--- src/rtl/microwave_pkg.sv ---
// Shared definitions for the microwave timer controller: cook-state encoding and width.
package microwave_pkg;

  localparam int STATE_W = 2;

  typedef enum logic [STATE_W-1:0] {
    IDLE  = 2'd0,
    COOK  = 2'd1,
    PAUSE = 2'd2,
    DONE  = 2'd3
  } state_t;

endpackage

--- src/rtl/microwave_ctrl_tick_prescaler.sv ---
// Free-running 0..TICK_DIV-1 counter that pulses wrap on its terminal count while run is high.
module tick_prescaler #(
  parameter int TICK_DIV = 100
) (
  input  logic clk,
  input  logic reset,
  input  logic clr,
  input  logic run,
  output logic wrap
);

  localparam int CNT_W = (TICK_DIV > 1) ? $clog2(TICK_DIV) : 1;
  localparam logic [CNT_W-1:0] LAST = CNT_W'(TICK_DIV - 1);

  logic [CNT_W-1:0] r_count;

  assign wrap = run && (r_count == LAST);

  // Holding (run low) keeps the phase, so a paused cook resumes mid-period.
  always_ff @(posedge clk) begin
    if (reset || clr) begin
      r_count <= '0;
    end else if (run) begin
      r_count <= wrap ? '0 : r_count + CNT_W'(1);
    end
  end

endmodule

--- src/rtl/microwave_ctrl.sv ---
// Microwave cook sequencer: button edges, cook FSM, tick/load strobes, magnetron and beep.
// Define MWAVE_BEEP_EN to keep the end-of-cook beep; otherwise DONE lasts one cycle and beep is 0.
module microwave_ctrl
  import microwave_pkg::*;
#(
  parameter int TICK_DIV   = 100,
  parameter int BEEP_TICKS = 3
) (
  input  logic               clk,
  input  logic               reset,
  input  logic               set_btn,
  input  logic               start_btn,
  input  logic               stop_btn,
  input  logic               door_closed,
  input  logic               time_zero,
  output logic               timer_load,
  output logic               load_zero,
  output logic               timer_tick,
  output logic               mag_on,
  output logic               beep,
  output logic [STATE_W-1:0] state
);

  if (TICK_DIV < 2 || BEEP_TICKS < 1) begin : g_badParams
    $error("microwave_ctrl: TICK_DIV must be >= 2 and BEEP_TICKS >= 1");
  end

  state_t r_state;
  state_t w_nextState;
  logic   r_setQ, r_startQ, r_stopQ;
  logic   w_setEv, w_startEv, w_stopEv;
  logic   w_startCook, w_cookStay, w_enterDone;
  logic   w_clr, w_run, w_wrap;
  logic   w_load, w_loadZero, w_tick;
  logic   r_timerLoad, r_loadZero, r_timerTick, r_magOn;

  assign w_setEv   = set_btn   & ~r_setQ;
  assign w_startEv = start_btn & ~r_startQ;
  assign w_stopEv  = stop_btn  & ~r_stopQ;

  assign w_startCook = (r_state == IDLE) && !w_setEv && !w_stopEv && w_startEv
                       && door_closed && !time_zero;
  assign w_cookStay  = (r_state == COOK) && door_closed && !w_stopEv && !time_zero;
  assign w_enterDone = (r_state == COOK) && door_closed && !w_stopEv && time_zero;
  assign w_clr       = w_startCook || w_enterDone;

`ifdef MWAVE_BEEP_EN
  assign w_run = w_cookStay || (r_state == DONE);
`else
  assign w_run = w_cookStay;
`endif

  tick_prescaler #(
    .TICK_DIV(TICK_DIV)
  ) u_prescaler (
    .clk  (clk),
    .reset(reset),
    .clr  (w_clr),
    .run  (w_run),
    .wrap (w_wrap)
  );

`ifdef MWAVE_BEEP_EN
  localparam int BEEP_W = $clog2(BEEP_TICKS + 1);
  localparam logic [BEEP_W-1:0] BEEP_MAX  = BEEP_W'(BEEP_TICKS);
  localparam logic [BEEP_W-1:0] BEEP_LAST = BEEP_W'(BEEP_TICKS - 1);

  logic [BEEP_W-1:0] r_beepCnt;
  logic              r_beep;

  always_ff @(posedge clk) begin
    if (reset) begin
      r_beepCnt <= '0;
      r_beep    <= 1'b0;
    end else begin
      r_beep <= (w_nextState == DONE);
      if (w_enterDone) begin
        r_beepCnt <= '0;
      end else if (r_state == DONE && w_wrap && r_beepCnt != BEEP_MAX) begin
        r_beepCnt <= r_beepCnt + BEEP_W'(1);
      end
    end
  end

  assign beep = r_beep;
`else
  assign beep = 1'b0;
`endif

  // Leaving COOK takes priority over the prescaler, so no tick escapes on an exit cycle.
  always_comb begin
    w_nextState = r_state;
    w_load      = 1'b0;
    w_loadZero  = 1'b0;
    w_tick      = 1'b0;
    case (r_state)
      IDLE: begin
        if (w_setEv) begin
          w_load = 1'b1;
        end else if (w_stopEv) begin
          w_load     = 1'b1;
          w_loadZero = 1'b1;
        end else if (w_startCook) begin
          w_nextState = COOK;
        end
      end
      COOK: begin
        if (w_cookStay) begin
          w_tick = w_wrap;
        end else if (w_enterDone) begin
          w_nextState = DONE;
        end else begin
          w_nextState = PAUSE;
        end
      end
      PAUSE: begin
        if (w_stopEv) begin
          w_nextState = IDLE;
          w_load      = 1'b1;
          w_loadZero  = 1'b1;
        end else if (w_startEv && door_closed) begin
          w_nextState = COOK;
        end
      end
      DONE: begin
`ifdef MWAVE_BEEP_EN
        if (w_startEv || w_stopEv || (w_wrap && r_beepCnt == BEEP_LAST)) begin
          w_nextState = IDLE;
        end
`else
        w_nextState = IDLE;
`endif
      end
      default: w_nextState = IDLE;
    endcase
  end

  // Button history resets high so a button held through reset raises no event.
  always_ff @(posedge clk) begin
    if (reset) begin
      r_state     <= IDLE;
      r_setQ      <= 1'b1;
      r_startQ    <= 1'b1;
      r_stopQ     <= 1'b1;
      r_timerLoad <= 1'b0;
      r_loadZero  <= 1'b0;
      r_timerTick <= 1'b0;
      r_magOn     <= 1'b0;
    end else begin
      r_state     <= w_nextState;
      r_setQ      <= set_btn;
      r_startQ    <= start_btn;
      r_stopQ     <= stop_btn;
      r_timerLoad <= w_load;
      r_loadZero  <= w_loadZero;
      r_timerTick <= w_tick;
      r_magOn     <= (w_nextState == COOK);
    end
  end

  assign timer_load = r_timerLoad;
  assign load_zero  = r_loadZero;
  assign timer_tick = r_timerTick;
  assign mag_on     = r_magOn;
  assign state      = r_state;

endmodule
--- config.mk ---
export PLATFORM = sky130hd
export DESIGN_NAME = microwave_ctrl
export DESIGN_NICKNAME = d
export VERILOG_FILES = /design/src/rtl/microwave_pkg.sv /design/src/rtl/microwave_ctrl_tick_prescaler.sv /design/src/rtl/microwave_ctrl.sv
export SDC_FILE = /design/constraint.sdc
export NUM_CORES = 1
export LEC_CHECK = 0
export CORE_MARGIN = 5
export CORE_UTILIZATION = 49
export DETAILED_ROUTE_END_ITERATION = 10
export PLACE_DENSITY = 0.73
export SLEW_MARGIN = 30
export SYNTH_ARGS = -nofsm -noshare
export SYNTH_HDL_FRONTEND = slang
export SYNTH_SLANG_ARGS = --single-unit
--- constraint.sdc ---
create_clock -name clk -period 1.45 [get_ports clk]
set_input_delay 0.145 -clock clk [delete_from_list [all_inputs] [get_ports clk]]
set_output_delay 0.145 -clock clk [all_outputs]
set_load 0.05 [all_outputs]
Word-level counts from Yosys, hierarchy flattened. Cells that the tools add are included.

Add/subtract/negate cells: 1. $mul: 0. Div/mod/pow operators: 0. Magnitude comparators: 0. Equal/unequal tests: 5. Shifts and indexed selects: 0. Multiplexer cells: 14. Bitwise logic cells: 8. Reductions and logical operators: 18.

Operator list (count): 2-bit two-way mux (6); 1-bit logical AND (11); 2-bit one-hot mux with 4 select lines (1); 7-bit by 1-bit adder with 7-bit output (second input constant) (1); 7-bit equality test (second input constant) (1); 7-bit two-way mux (1); 1-bit NOT (5); 2-bit by 1-bit equality test with 1-bit output (second input constant) (2); 2-bit equality test (second input constant) (2); 1-bit two-way mux (4); 1-bit one-hot mux with 2 select lines (2); 1-bit bitwise AND (3); 1-bit logical NOT (3); 3-bit OR reduction (1); 2-bit logical NOT (1); 1-bit logical OR (2).

Bits in registers: 16. Bits in latches: 0. Bits in writable memories: 0. Memory bits (read-only): 0. Input bits: 7. Output and inout port bits: 7. Word-level logic and storage cells: 55. Memories: 0.

Logic depth before layout (Yosys ltp). Gate-level depths: netlist of the first run.

Word-level depth: 13. Gate-level depth with buffers: 5. Gate-level depth less buffers: 5.

Cells and area by module. From an unflattened synthesis of the first run, not the netlist that was laid out.

Cells, all modules: 75. Area, all modules: 684.4 sq um.

Modules (own cells, without submodules): microwave_ctrl (times used 1, cells each 40, area an instance 376.6 sq um, sequential area each 180.2 sq um); tick_prescaler (times used 1, cells each 35, area an instance 307.8 sq um, sequential area each 140.1 sq um).

Least setup slack after synthesis of the first run. OpenSTA, ideal clock, no wires.

Kind: reg2reg. From: reg r_state[0] (netlist: state[0]). To: reg u_prescaler.r_count[0]. Library setup time: 0.136 ns. Data arrival time: 1.528 ns. Required time: 1.314 ns. Path slack: -0.214 ns. Stages on the path, launching flop included: 6. Buffers on the path: 1. Clock period less this slack: 1.664 ns. Path through: dfxtp_1 > buf_6 > inv_4 > nor4_4 > and3_2 > nor3_1.

Cells in the longest elaborated chain, start to end: 8. Elaborated cells between the ends (all ways): 15. Those cells by class: 1 x eq/ne; 1 x mux; 13 x reduce/logical.

RTL lines: from (decl) (RTL line microwave_ctrl.sv:28) `state_t r_state;`; from (signal assigned) (RTL line microwave_ctrl.sv:150) `r_state <= w_nextState;`; 2-bit logical NOT (RTL line microwave_ctrl.sv:41) `assign w_startCook = (r_state == IDLE) && !w_setEv && !w_stopEv && w_startEv`; 1-bit logical AND (3 in series) (RTL line microwave_ctrl.sv:41); 1-bit logical AND (2 in series) (RTL line microwave_ctrl.sv:42) `&& door_closed && !time_zero;`; 1-bit logical OR (RTL line microwave_ctrl.sv:45) `assign w_clr = w_startCook || w_enterDone;`; 1-bit logical OR (RTL line microwave_ctrl_tick_prescaler.sv:21) `if (reset || clr) begin`; to (signal assigned) (RTL line microwave_ctrl_tick_prescaler.sv:24) `r_count <= wrap ? '0 : r_count + CNT_W'(1);`; to (decl) (RTL line microwave_ctrl_tick_prescaler.sv:15) `logic [CNT_W-1:0] r_count;`.

Parallel ways exist; a longest one is shown, timed or not. A chain may end at the register's enable or synchronous reset.

Final worst setup path of the first run.
From: reg u_prescaler.r_count[0]. To: reg u_prescaler.r_count[6].

Cells in the longest elaborated chain, start to end: 3. Elaborated cells between the ends (all ways): 4. Those cells by class: 1 x add/sub; 1 x eq/ne; 1 x mux; 1 x reduce/logical.

RTL lines (RTL line): branches (longest 2 deep; another with 7-bit by 1-bit adder with 7-bit output); 7-bit two-way mux * (microwave_ctrl_tick_prescaler.sv:24).

Every way passes the cells marked *.

==> report_table.html, run 1 <==
<table>
<tr><th>Metric</th><th>Value</th></tr>
<tr><th colspan="2">Setup path</th></tr>
<tr><td>Slowest stage delay, CP</td><td>0.39 ns</td></tr>
<tr><td>Worst Path Arrival</td><td>1.61 ns</td></tr>
<tr><td>Worst Setup Path Type</td><td>reg2reg</td></tr>
<tr><td>Cell chain of the critical path</td><td>ha_1 -&gt; nand3b_4 -&gt; nor4_1 -&gt; xnor2_1 -&gt; nor3_1</td></tr>
<tr><td>Kind of cell adding the most delay to the critical path</td><td>simple AND/OR/NAND/NOR gates</td></tr>
<tr><td>Kind of start point of the critical path</td><td>flip-flop</td></tr>
<tr><td>Worst setup slack for register-to-register paths</td><td>0.01 ns</td></tr>
<tr><td>Maximum net fanout on the critical path</td><td>4</td></tr>
<tr><td>Buffers plus inverters on the worst setup path</td><td>0</td></tr>
<tr><td>Critical path's slowest cell</td><td>sky130_fd_sc_hd__dfxtp_1</td></tr>
<tr><td>Worst endpoint required time</td><td>1.62 ns</td></tr>
<tr><td>Sort of element at the end of the critical path</td><td>flip-flop</td></tr>
<tr><th colspan="2">Timing</th></tr>
<tr><td>Maximum achievable frequency</td><td>just under 700 MHz</td></tr>
<tr><td>Number of setup violations in the final report</td><td>0</td></tr>
<tr><td>Fin crit period</td><td>1.436 ns</td></tr>
<tr><td>Max-slew violations</td><td>0</td></tr>
<tr><td>Hold violation count in the final report</td><td>0</td></tr>
<tr><td>RSZ-0062 raised after global routing</td><td>yes</td></tr>
<tr><td>Final worst path period share</td><td>99.03%</td></tr>
<tr><td>Skew final</td><td>0.004880 ns</td></tr>
<tr><td>Setup tns final</td><td>0 ns</td></tr>
<tr><td>Post-route worst setup slack</td><td>0.01408 ns</td></tr>
<tr><th colspan="2">Synthesis</th></tr>
<tr><td>Dominant cell by count in the synthesized netlist</td><td>sky130_fd_sc_hd__dfxtp_1</td></tr>
<tr><td>Synth top area cells</td><td>sky130_fd_sc_hd__dfxtp_1 (41%), sky130_fd_sc_hd__xnor2_1 (5.6%), sky130_fd_sc_hd__nor4_1 (4.0%), sky130_fd_sc_hd__nor3_1 (3.8%), sky130_fd_sc_hd__nand2b_4 (3.5%)</td></tr>
<tr><td>Average cell area after synthesis</td><td>10.03 um^2</td></tr>
<tr><td>Post-synthesis cell type with the largest combined area</td><td>sky130_fd_sc_hd__dfxtp_1</td></tr>
<tr><td>Fraction of the yosys area taken by sequential cells</td><td>a little over 40%</td></tr>
<tr><td>Fraction of post-synthesis cell area in the top cell type by area</td><td>slightly above 40%</td></tr>
<tr><td>Net Count, Synth</td><td>86</td></tr>
<tr><td>Most instantiated cells after synthesis</td><td>sky130_fd_sc_hd__dfxtp_1 (16), sky130_fd_sc_hd__nor2_1 (6), sky130_fd_sc_hd__nor3_1 (6)</td></tr>
<tr><td>Async S/R FF share, synth</td><td>0%</td></tr>
<tr><td>EDFF count, synth</td><td>0</td></tr>
<tr><td>Dominant register cell in the synthesized netlist</td><td>sky130_fd_sc_hd__dfxtp_1</td></tr>
<tr><td>Total standard cell area after synthesis</td><td>782.0 um^2</td></tr>
<tr><td>Count of state elements after synthesis</td><td>16</td></tr>
<tr><td>Number of warnings issued by yosys</td><td>0</td></tr>
<tr><td>Cell count after synthesis</td><td>78</td></tr>
<tr><td>Number of unique standard cell types used by synthesis</td><td>35</td></tr>
<tr><th colspan="2">Placed design</th></tr>
<tr><td>HPWL Detailed</td><td>1.247 mm</td></tr>
<tr><td>Gp weighted congestion</td><td>0.7552</td></tr>
<tr><td>Post-Place Worst Slack</td><td>-0.2827 ns</td></tr>
<tr><td>Number of I/O port buffers</td><td>12</td></tr>
<tr><th colspan="2">Final layout</th></tr>
<tr><td>Number of nets in the final layout</td><td>about 110</td></tr>
<tr><td>Filler instances</td><td>122</td></tr>
<tr><td>Fraction of layout cells with a size suffix above 1</td><td>35.71%</td></tr>
<tr><td>Number of antenna cells inserted</td><td>0</td></tr>
<tr><td>Area growth from synthesis to layout</td><td>25.12%</td></tr>
<tr><th colspan="2">CTS</th></tr>
<tr><td>Library cell used as clock root buffer</td><td>sky130_fd_sc_hd__clkbuf_4</td></tr>
<tr><td>Number of gates resized after cts</td><td>1</td></tr>
<tr><td># hold bufs at CTS</td><td>0</td></tr>
<tr><td>Post-CTS setup buffers</td><td>0</td></tr>
<tr><td>TritonCTS clock tree</td><td>built</td></tr>
<tr><td>Number of buffers added by the clock tree synthesis step</td><td>3</td></tr>
<tr><td>CTS clk-pin slew, worst paths</td><td>0.09 ns</td></tr>
<tr><td>Sinks on the clock net</td><td>16</td></tr>
<tr><td>Max Root-Sink Buffers</td><td>2</td></tr>
<tr><td>Level count of the clock H-tree</td><td>1</td></tr>
<tr><td>Insertion delay to the later sink of the worst-skew pair</td><td>between 0.2 and 0.3 ns</td></tr>
<tr><th colspan="2">Detailed routing</th></tr>
<tr><td>Number of DRC markers after the initial detailed-route iteration</td><td>10</td></tr>
<tr><td>Via density</td><td>5.447</td></tr>
<tr><td>DRC viols</td><td>0</td></tr>
<tr><td>Detailed Route WL</td><td>1.560 mm</td></tr>
<tr><td>Final antenna-violating net count</td><td>0</td></tr>
<tr><td>Via count of the routed design</td><td>between 600 and 700</td></tr>
<tr><td>Drt pass-1 iters</td><td>4</td></tr>
<tr><td>Average wire per standard cell</td><td>around 14 um</td></tr>
<tr><th colspan="2">Global routing</th></tr>
<tr><td>Vias in the first global route</td><td>618</td></tr>
<tr><td>Initial antenna violation count</td><td>0</td></tr>
<tr><td>GR Overflow Total</td><td>0</td></tr>
<tr><td>Wire length of the first global-routing pass</td><td>2.711 mm</td></tr>
<tr><td>Largest net degree at the start of global routing</td><td>10</td></tr>
<tr><td>All-layer global routing usage</td><td>14.36%</td></tr>
<tr><th colspan="2">Floorplanning</th></tr>
<tr><td>Row Count</td><td>14</td></tr>
<tr><td>Die H</td><td>49.95 um</td></tr>
<tr><td>Num ports</td><td>14</td></tr>
<tr><td>Area of the placeable core</td><td>around 1500 um^2</td></tr>
<tr><td>Starting utilization of the core area</td><td>51.91%</td></tr>
<tr><td>Die area</td><td>2495 um^2</td></tr>
<tr><td>Width of the die</td><td>roughly 50 um</td></tr>
<tr><th colspan="2">Status</th></tr>
<tr><td>Outcome</td><td>complete, no violations</td></tr>
<tr><th colspan="2">Power</th></tr>
<tr><td>Power share of the sequential group</td><td>56.3%</td></tr>
<tr><td>P_int</td><td>0.6004 mW</td></tr>
<tr><td>Switching part of the total</td><td>24.72%</td></tr>
<tr><td>Leakage</td><td>0.3937 nW</td></tr>
<tr><td>Total net switching power</td><td>0.1971 mW</td></tr>
<tr><td>Clock network fraction of design power</td><td>31.1%</td></tr>
<tr><td>Part of the power in combinational logic</td><td>12.6%</td></tr>
<tr><td>Max IR drop VDD</td><td>552.6 uV</td></tr>
<tr><td>Pwr/cell area</td><td>815.1 nW/um^2</td></tr>
<tr><th colspan="2">Hold path</th></tr>
<tr><td>Classification of the worst-slack hold path</td><td>in2reg</td></tr>
<tr><th colspan="2">Job</th></tr>
<tr><td>Max Cap Violations</td><td>0</td></tr>
</table>
## worst reg2reg max path, delay by kind of cell, from the launching register on
family	cells	cell delay, ns
xor+xnor	1	0.18
simple gates	3	0.53
fa+ha+maj	1	0.23
flops	1	0.39
## registers in the layout (all words and copies together), names as in the netlist
signal               count
load_zero                1
mag_on                   1
r_setQ                   1
r_startQ                 1
r_stopQ                  1
state                    2
timer_load               1
timer_tick               1
u_prescaler.r_count      7
## layout make-up
cell class	count	area [um^2]	area share, %
Clock buffer	4	26.28	2.685
Inverter	2	10.01	1.023
Multi-Input combinational cell	57	425.4	43.48
Sequential cell	16	326.6	33.38
Tap cell	16	20.02	2.046
Timing Repair Buffer	19	170.2	17.39
## layer usage
metal | vias to the layer above | share of wire, % | track usage [%]
met2 | 16 | 49 | 25.00
met1 | 285 | 43 | 15.69
met4 | 0 | 2.5 | 7.860
met3 | 5 | 5.4 | 3.313
li1 | 315 | - | -
met5 | - | 0 | 0
## cells by family after synthesis
group	synth area share, %
mux	1.280
buf+inv	5.120
simple gates	38.24
flops	40.96
other cells	0.4795
compound gates	6.720
xor+xnor	5.600
fa+ha+maj	1.600
## power by group through the flow
| stage | clock network, mW | registers [mW] | logic, mW |
|---|---|---|---|
| 4_1_cts | 0.251 | 0.449 | 0.101 |
| 3_5_place_dp | 0 | 0.459 | 0.0994 |
| 3_3_place_gp | 0 | 0.459 | 0.0976 |
| 5_1_grt | 0.284 | 0.451 | 0.107 |
| 2_1_floorplan | 0 | 0.469 | 0.0499 |
| 6_report | 0.248 | 0.449 | 0.100 |
## cell usage in the layout (no fill, tap or decap), drive strengths merged
cell and n:
a21oi 1, a31oi 2, and2 2, and2b 2, and3 1, buf 13
clkbuf 4, clkdlybuf4s50 6, conb 1, dfxtp 16, ha 1, inv 2
mux2i 1, nand2 3, nand2b 3, nand3 2, nand3b 1, nand4 1
nand4b 1, nor2 6, nor2b 2, nor3 6, nor4 6, nor4b 1
o21ai 1, o21bai 1, o22a 1, o32ai 1, or2 3, or2b 1
or4 1, xnor2 5
## stage by stage
stage | instances | instance area, um^2 | utilization (%) | hold slack (ns) | total power [mW]
after floorplan | 78 | 787.0 | - | 0.2515 | 0.5191
after global placement | 110 | 947.2 | 62.87 | 0.5161 | 0.5568
after detailed placement | 110 | 947.2 | 62.87 | 0.5280 | 0.5589
after CTS | 114 | 977.2 | 64.87 | 0.4368 | 0.8016
after global routing | 114 | 978.4 | 64.95 | 0.4362 | 0.8417
final | 114 | 978.4 | 64.95 | 0.4335 | 0.7975
## final timing paths
check	cells after the start	endpoint	startpoint
worst max-delay path	5	u_prescaler.r_count[6]$_SDFFE_PP0P_	u_prescaler.r_count[0]$_SDFFE_PP0P_
worst min-delay path	2	r_startQ$_SDFF_PP1_	start_btn
worst max register to register	5	u_prescaler.r_count[6]$_SDFFE_PP0P_	u_prescaler.r_count[0]$_SDFFE_PP0P_
worst min register to register	2	u_prescaler.r_count[1]$_SDFFE_PP0P_	u_prescaler.r_count[1]$_SDFFE_PP0P_
(Power assumes the default switching activity.)
==> run 2, diff against run 1 <==
--- a/config.mk
+++ b/config.mk
@@ -8,6 +8,7 @@
 export CORE_MARGIN = 5
 export CORE_UTILIZATION = 49
 export DETAILED_ROUTE_END_ITERATION = 10
+export GPL_TIMING_DRIVEN = 0
 export PLACE_DENSITY = 0.73
 export SLEW_MARGIN = 30
 export SYNTH_ARGS = -nofsm -noshare
==> report_table.html, run 2 (synthesis results as in run 1) <==
<table>
<tr><th>Metric</th><th>Value</th></tr>
<tr><th colspan="2">Status</th></tr>
<tr><td>Outcome</td><td>complete, no violations</td></tr>
<tr><th colspan="2">Timing</th></tr>
<tr><td>Maximum achievable frequency</td><td>732.3 MHz</td></tr>
<tr><td>Max-slew violations</td><td>0</td></tr>
<tr><td>Hold Worst Slack</td><td>0.03886 ns</td></tr>
<tr><td>Skew final</td><td>0.001583 ns</td></tr>
<tr><td>Hold violation count in the final report</td><td>0</td></tr>
<tr><td>RSZ-0062 raised after global routing</td><td>no</td></tr>
<tr><td>Final worst path period share</td><td>94.17%</td></tr>
<tr><td>Number of setup violations in the final report</td><td>0</td></tr>
<tr><td>Fin crit period</td><td>between 1 and 1.5 ns</td></tr>
<tr><td>Setup tns final</td><td>0 ns</td></tr>
<tr><th colspan="2">Setup path</th></tr>
<tr><td>Cell chain of the critical path</td><td>ha_1 -&gt; nand3b_4 -&gt; nor4_1 -&gt; xnor2_1 -&gt; nor3_1</td></tr>
<tr><td>Maximum net fanout on the critical path</td><td>4</td></tr>
<tr><td>Sort of element at the end of the critical path</td><td>flip-flop</td></tr>
<tr><td>Kind of start point of the critical path</td><td>flip-flop</td></tr>
<tr><td>Critical path launch point</td><td>u_prescaler.r_count[0]$_SDFFE_PP0P_</td></tr>
<tr><td>Critical path's slowest cell</td><td>sky130_fd_sc_hd__dfxtp_1</td></tr>
<tr><td>Worst Path Arrival</td><td>1.54 ns</td></tr>
<tr><td>Slowest stage delay, CP</td><td>0.38 ns</td></tr>
<tr><td>Worst Setup Path Type</td><td>reg2reg</td></tr>
<tr><td>Launch point of the worst reg-to-reg path</td><td>u_prescaler.r_count[0]$_SDFFE_PP0P_</td></tr>
<tr><td>Worst endpoint required time</td><td>1.62 ns</td></tr>
<tr><th colspan="2">CTS</th></tr>
<tr><td>TritonCTS clock tree</td><td>built</td></tr>
<tr><td>Insertion delay to the later sink of the worst-skew pair</td><td>0.29 ns</td></tr>
<tr><td>Level count of the clock H-tree</td><td>1</td></tr>
<tr><td>Sinks on the clock net</td><td>16</td></tr>
<tr><td># hold bufs at CTS</td><td>0</td></tr>
<tr><td>Max Root-Sink Buffers</td><td>2</td></tr>
<tr><td>Number of buffers added by the clock tree synthesis step</td><td>3</td></tr>
<tr><td>CTS clk-pin slew, worst paths</td><td>0.09 ns</td></tr>
<tr><td>Library cell used as clock root buffer</td><td>sky130_fd_sc_hd__clkbuf_4</td></tr>
<tr><th colspan="2">Final layout</th></tr>
<tr><td>Area growth from synthesis to layout</td><td>24.16%</td></tr>
<tr><td>Number of antenna cells inserted</td><td>0</td></tr>
<tr><td>Fin cells</td><td>~110</td></tr>
<tr><td>Number of nets in the final layout</td><td>about 110</td></tr>
<tr><td>Most common library cell in the layout ignoring fill and taps</td><td>sky130_fd_sc_hd__dfxtp_1</td></tr>
<tr><td>Utilization after layout</td><td>64.45%</td></tr>
<tr><td>Most flop-heavy register</td><td>u_prescaler.r_count</td></tr>
<tr><td>Fraction of layout cells with a size suffix above 1</td><td>29.17%</td></tr>
<tr><td>Max FFs per register</td><td>7</td></tr>
<tr><td>Most frequent cells in the layout</td><td>sky130_fd_sc_hd__dfxtp_1 (14), sky130_fd_sc_hd__nor2_1 (6), sky130_fd_sc_hd__nor3_1 (6), sky130_fd_sc_hd__dlygate4sd2_1 (6)</td></tr>
<tr><th colspan="2">Detailed routing</th></tr>
<tr><td>Via count of the routed design</td><td>608</td></tr>
<tr><td>Via density</td><td>5.429</td></tr>
<tr><td>Number of DRC markers after the initial detailed-route iteration</td><td>11</td></tr>
<tr><td>Average wire per standard cell</td><td>12.30 um</td></tr>
<tr><td>Final antenna-violating net count</td><td>0</td></tr>
<tr><td>Drt pass-1 iters</td><td>4</td></tr>
<tr><td>DRC viols</td><td>0</td></tr>
<tr><td>Detailed Route WL</td><td>1.378 mm</td></tr>
<tr><th colspan="2">Placed design</th></tr>
<tr><td>HPWL Detailed</td><td>1.084 mm</td></tr>
<tr><td>Number of placed instances with taps included</td><td>between 100 and 150</td></tr>
<tr><td>Number of I/O port buffers</td><td>11</td></tr>
<tr><td>Gp weighted congestion</td><td>0.7946</td></tr>
<tr><th colspan="2">Power</th></tr>
<tr><td>Pwr/cell area</td><td>between 800 and 900 nW/um^2</td></tr>
<tr><td>Leakage</td><td>0.4027 nW</td></tr>
<tr><td>Max IR drop VDD</td><td>602.5 uV</td></tr>
<tr><th colspan="2">Global routing</th></tr>
<tr><td>Vias in the first global route</td><td>between 500 and 600</td></tr>
<tr><td>Largest net degree at the start of global routing</td><td>11</td></tr>
<tr><td>Wire length of the first global-routing pass</td><td>approximately 2.4 mm</td></tr>
<tr><td>Initial antenna violation count</td><td>0</td></tr>
<tr><td>All-layer global routing usage</td><td>12.68%</td></tr>
<tr><td>GR Overflow Total</td><td>0</td></tr>
<tr><th colspan="2">Floorplanning</th></tr>
<tr><td>Width of the die</td><td>49.95 um</td></tr>
<tr><td>Area of the placeable core</td><td>1506 um^2</td></tr>
<tr><td>Starting utilization of the core area</td><td>51.91%</td></tr>
<tr><td>Die area</td><td>2495 um^2</td></tr>
<tr><td>Num ports</td><td>14</td></tr>
<tr><td>Row Count</td><td>14</td></tr>
<tr><td>Die H</td><td>49.95 um</td></tr>
<tr><th colspan="2">Hold path</th></tr>
<tr><td>Beginning of the worst hold path</td><td>reset</td></tr>
<tr><td>Classification of the worst-slack hold path</td><td>in2reg</td></tr>
<tr><th colspan="2">Job</th></tr>
<tr><td>Max Cap Violations</td><td>0</td></tr>
</table>
## run 2: final cells by class
class / count / area [um^2]
flip-flops and latches: 16 / 327.8
well taps: 16 / 20.02
inverters: 2 / 10.01
fillers: 137 / 535.5
plain buffers: 3 / 30.03
clock buffers: 4 / 26.28
multi-input cells: 57 / 431.7
repair buffers: 14 / 125.1
## run 2: what timing repair did
action,in CTS,in global routing
resized for setup,6,3
pin swaps,0,1
endpoints found under the setup margin,6,7
setup buffers,0,3
## run 2: power by group
part / switching [mW] / internal (mW)
registers: 0.00235 / 0.444
clock network: 0.136 / 0.107
logic: 0.0518 / 0.0442
total: 0.190 / 0.595
## run 2: worst max-delay path: cells and delay by family, from the launching register on
family                   cells  cell delay (ns)
AND/OR/NAND/NOR              3             0.49
adder cells (fa/ha/maj)      1             0.22
flip-flops                   1             0.38
XOR/XNOR                     1             0.16
## run 2: stage by stage
| stage | total power, mW | worst slack [ns] | area [um^2] |
|---|---|---|---|
| global route | 0.8269 | 0.002885 | 970.9 |
| finish | 0.7846 | 0.08453 | 970.9 |
| detailed placement | 0.5512 | -0.3137 | 917.1 |
| CTS | 0.7941 | 0.02218 | 935.9 |
| floorplan | 0.5191 | 0.03871 | 787.0 |
| global placement | 0.5498 | -0.2562 | 917.1 |
## run 2: final timing paths
path,to,slack (ns),cells after the start
setup / recovery,u_prescaler.r_count[6]$_SDFFE_PP0P_,0.08,5
hold reg to reg,u_prescaler.r_count[6]$_SDFFE_PP0P_,0.55,2
setup reg to reg,u_prescaler.r_count[6]$_SDFFE_PP0P_,0.08,5
hold / removal,state[1]$_SDFF_PP0_,0.04,2
## run 2: routing by layer
layer,vias up,share of wire [%],global-route usage [%]
met2,13,44,18.64
met4,0,2.3,7.860
met5,-,0,0
met1,278,49,15.64
met3,2,4.6,4.217
li1,315,-,-
==> run 3, diff against run 2 <==
--- a/config.mk
+++ b/config.mk
@@ -6,11 +6,13 @@
 export NUM_CORES = 1
 export LEC_CHECK = 0
 export CORE_MARGIN = 5
-export CORE_UTILIZATION = 49
+export CORE_UTILIZATION = 53
+export CTS_BUF_LIST = sky130_fd_sc_hd__clkbuf_8
 export DETAILED_ROUTE_END_ITERATION = 10
 export GPL_TIMING_DRIVEN = 0
-export PLACE_DENSITY = 0.73
+export PLACE_DENSITY = 0.78
 export SLEW_MARGIN = 30
 export SYNTH_ARGS = -nofsm -noshare
 export SYNTH_HDL_FRONTEND = slang
 export SYNTH_SLANG_ARGS = --single-unit
+export TNS_END_PERCENT = 30
==> report_table.html, run 3 (synthesis results as in run 1) <==
<table>
<tr><th>Metric</th><th>Value</th></tr>
<tr><th colspan="2">CTS</th></tr>
<tr><td>Library cell used as clock root buffer</td><td>sky130_fd_sc_hd__clkbuf_8</td></tr>
<tr><td>CTS clk-pin slew, worst paths</td><td>0.06 ns</td></tr>
<tr><td>Sinks on the clock net</td><td>16</td></tr>
<tr><td># hold bufs at CTS</td><td>0</td></tr>
<tr><td>Max Root-Sink Buffers</td><td>2</td></tr>
<tr><td>Number of buffers added by the clock tree synthesis step</td><td>3</td></tr>
<tr><td>Level count of the clock H-tree</td><td>1</td></tr>
<tr><td>TritonCTS clock tree</td><td>built</td></tr>
<tr><td>Insertion delay to the later sink of the worst-skew pair</td><td>0.25 ns</td></tr>
<tr><th colspan="2">Timing</th></tr>
<tr><td>Fin crit period</td><td>1.344 ns</td></tr>
<tr><td>Hold violation count in the final report</td><td>0</td></tr>
<tr><td>Skew final</td><td>0.005924 ns</td></tr>
<tr><td>Number of setup violations in the final report</td><td>0</td></tr>
<tr><td>RSZ-0062 raised after global routing</td><td>no</td></tr>
<tr><td>Max-slew violations</td><td>0</td></tr>
<tr><td>Post-route worst setup slack</td><td>roughly 0.11 ns</td></tr>
<tr><td>Final worst path period share</td><td>between 90% and 100%</td></tr>
<tr><td>Maximum achievable frequency</td><td>744.0 MHz</td></tr>
<tr><th colspan="2">Final layout</th></tr>
<tr><td>Number of antenna cells inserted</td><td>0</td></tr>
<tr><td>Fin cells</td><td>between 100 and 150</td></tr>
<tr><td>Most common library cell in the layout ignoring fill and taps</td><td>sky130_fd_sc_hd__dfxtp_1</td></tr>
<tr><td>Max FFs per register</td><td>7</td></tr>
<tr><td>Most flop-heavy register</td><td>u_prescaler.r_count</td></tr>
<tr><td>Area growth from synthesis to layout</td><td>23.68%</td></tr>
<tr><td>Number of nets in the final layout</td><td>103</td></tr>
<tr><td>Most frequent cells in the layout</td><td>sky130_fd_sc_hd__dfxtp_1 (14), sky130_fd_sc_hd__nor2_1 (6), sky130_fd_sc_hd__nor3_1 (6), sky130_fd_sc_hd__dlygate4sd2_1 (6)</td></tr>
<tr><td>Fraction of layout cells with a size suffix above 1</td><td>26.60%</td></tr>
<tr><th colspan="2">Setup path</th></tr>
<tr><td>Worst endpoint required time</td><td>1.58 ns</td></tr>
<tr><td>Sort of element at the end of the critical path</td><td>flip-flop</td></tr>
<tr><td>Depth of the most critical reg-to-reg path</td><td>5</td></tr>
<tr><td>Kind of start point of the critical path</td><td>flip-flop</td></tr>
<tr><td>Cell chain of the critical path</td><td>ha_1 -&gt; nand3b_4 -&gt; nor4_1 -&gt; xnor2_1 -&gt; nor3_1</td></tr>
<tr><td>Slowest stage delay, CP</td><td>0.37 ns</td></tr>
<tr><td>Maximum net fanout on the critical path</td><td>4</td></tr>
<tr><td>Worst Setup Path Type</td><td>reg2reg</td></tr>
<tr><td>Worst Path Arrival</td><td>roughly 1.5 ns</td></tr>
<tr><td>Critical path's slowest cell</td><td>sky130_fd_sc_hd__dfxtp_1</td></tr>
<tr><th colspan="2">Floorplanning</th></tr>
<tr><td>Width of the die</td><td>approximately 48 um</td></tr>
<tr><td>Num ports</td><td>14</td></tr>
<tr><td>Area of the placeable core</td><td>1350 um^2</td></tr>
<tr><td>Die area</td><td>2344 um^2</td></tr>
<tr><td>Starting utilization of the core area</td><td>57.92%</td></tr>
<tr><td>Row Count</td><td>13</td></tr>
<tr><td>Die H</td><td>about 48 um</td></tr>
<tr><th colspan="2">Global routing</th></tr>
<tr><td>All-layer global routing usage</td><td>13.24%</td></tr>
<tr><td>GR Overflow Total</td><td>0</td></tr>
<tr><td>Wire length of the first global-routing pass</td><td>2.497 mm</td></tr>
<tr><td>Initial antenna violation count</td><td>0</td></tr>
<tr><td>Vias in the first global route</td><td>584</td></tr>
<tr><td>Largest net degree at the start of global routing</td><td>11</td></tr>
<tr><th colspan="2">Power</th></tr>
<tr><td>Pwr/cell area</td><td>892.4 nW/um^2</td></tr>
<tr><td>Max IR drop VDD</td><td>660.9 uV</td></tr>
<tr><td>Total power consumption of the routed design</td><td>between 0.8 and 0.9 mW</td></tr>
<tr><td>Leakage</td><td>approximately 0.41 nW</td></tr>
<tr><th colspan="2">Detailed routing</th></tr>
<tr><td>Via density</td><td>5.339</td></tr>
<tr><td>DRC viols</td><td>0</td></tr>
<tr><td>Number of DRC markers after the initial detailed-route iteration</td><td>3</td></tr>
<tr><td>Detailed Route WL</td><td>1.347 mm</td></tr>
<tr><td>Via count of the routed design</td><td>between 500 and 600</td></tr>
<tr><td>Average wire per standard cell</td><td>12.36 um</td></tr>
<tr><td>Final antenna-violating net count</td><td>0</td></tr>
<tr><td>Drt pass-1 iters</td><td>2</td></tr>
<tr><th colspan="2">Placed design</th></tr>
<tr><td>Gp weighted congestion</td><td>0.8137</td></tr>
<tr><td>Number of I/O port buffers</td><td>11</td></tr>
<tr><td>Post-Place Worst Slack</td><td>-0.2560 ns</td></tr>
<tr><td>HPWL Detailed</td><td>roughly 1.0 mm</td></tr>
<tr><td>Number of placed instances with taps included</td><td>104</td></tr>
<tr><th colspan="2">Status</th></tr>
<tr><td>Outcome</td><td>complete, no violations</td></tr>
<tr><th colspan="2">Hold path</th></tr>
<tr><td>Number of cells on the worst hold path</td><td>2</td></tr>
<tr><td>Classification of the worst-slack hold path</td><td>in2reg</td></tr>
<tr><th colspan="2">Job</th></tr>
<tr><td>Max Cap Violations</td><td>0</td></tr>
</table>
run 3: per-layer routing:
layer  up-vias  GRT usage [%]  share of wire, %
li1        310              -                 -
met1       258          17.04                51
met2        12          19.13                43
met3         2          3.670               4.3
met4         0          8.295               1.8
met5         -              0                 0
run 3: worst max-delay path, delay by kind of cell (launching register included):
family	cells	cell delay, ns
AND/OR/NAND/NOR	3	0.47
flip-flops	1	0.37
adder cells (fa/ha/maj)	1	0.22
XOR/XNOR	1	0.17
run 3: power by group:
| group | leakage (nW) | internal, mW | switching (mW) |
|---|---|---|---|
| clock | 0.0269 | 0.187 | 0.136 |
| sequential | 0.131 | 0.446 | 0.00241 |
| combinational | 0.255 | 0.0401 | 0.0513 |
| total | 0.413 | 0.673 | 0.190 |
run 3: repair_timing:
item / 4_1_cts / 5_1_grt
pin swaps: 0 / 1
setup buffers: 0 / 1
gates resized for setup: 6 / 2
endpoints found under the setup margin: 6 / 8
gates cloned: 0 / 0
run 3: cell type report:
cell class | instances | area, um^2
buffer | 3 | 30.03
clock buffer | 3 | 41.29
clock inverter | 1 | 3.754
fill | 103 | 382.9
inverter | 2 | 10.01
multi-input combinational | 57 | 425.4
sequential | 16 | 325.3
tap | 15 | 18.77
timing repair buffer | 12 | 112.6
run 3: worst paths after layout:
check | startpoint | to | slack [ns]
setup / recovery | u_prescaler.r_count[0]$_SDFFE_PP0P_ | u_prescaler.r_count[6]$_SDFFE_PP0P_ | 0.11
hold / removal | reset | state[0]$_SDFF_PP0_ | 0.09
setup reg to reg | u_prescaler.r_count[0]$_SDFFE_PP0P_ | u_prescaler.r_count[6]$_SDFFE_PP0P_ | 0.11
hold reg to reg | u_prescaler.r_count[1]$_SDFFE_PP0P_ | u_prescaler.r_count[1]$_SDFFE_PP0P_ | 0.54
run 3: stage by stage:
step                utilization (%)  hold slack, ns  TNS [ns]  area [um^2]
global route                  71.64         0.09280         0        967.2
global placement              67.84          0.3423    -1.825        915.9
floorplan                         -          0.2515         0        787.0
finish                        71.64         0.08792         0        967.2
detailed placement            67.84          0.3513    -1.931        915.9
CTS                           70.62         0.08518         0        953.4
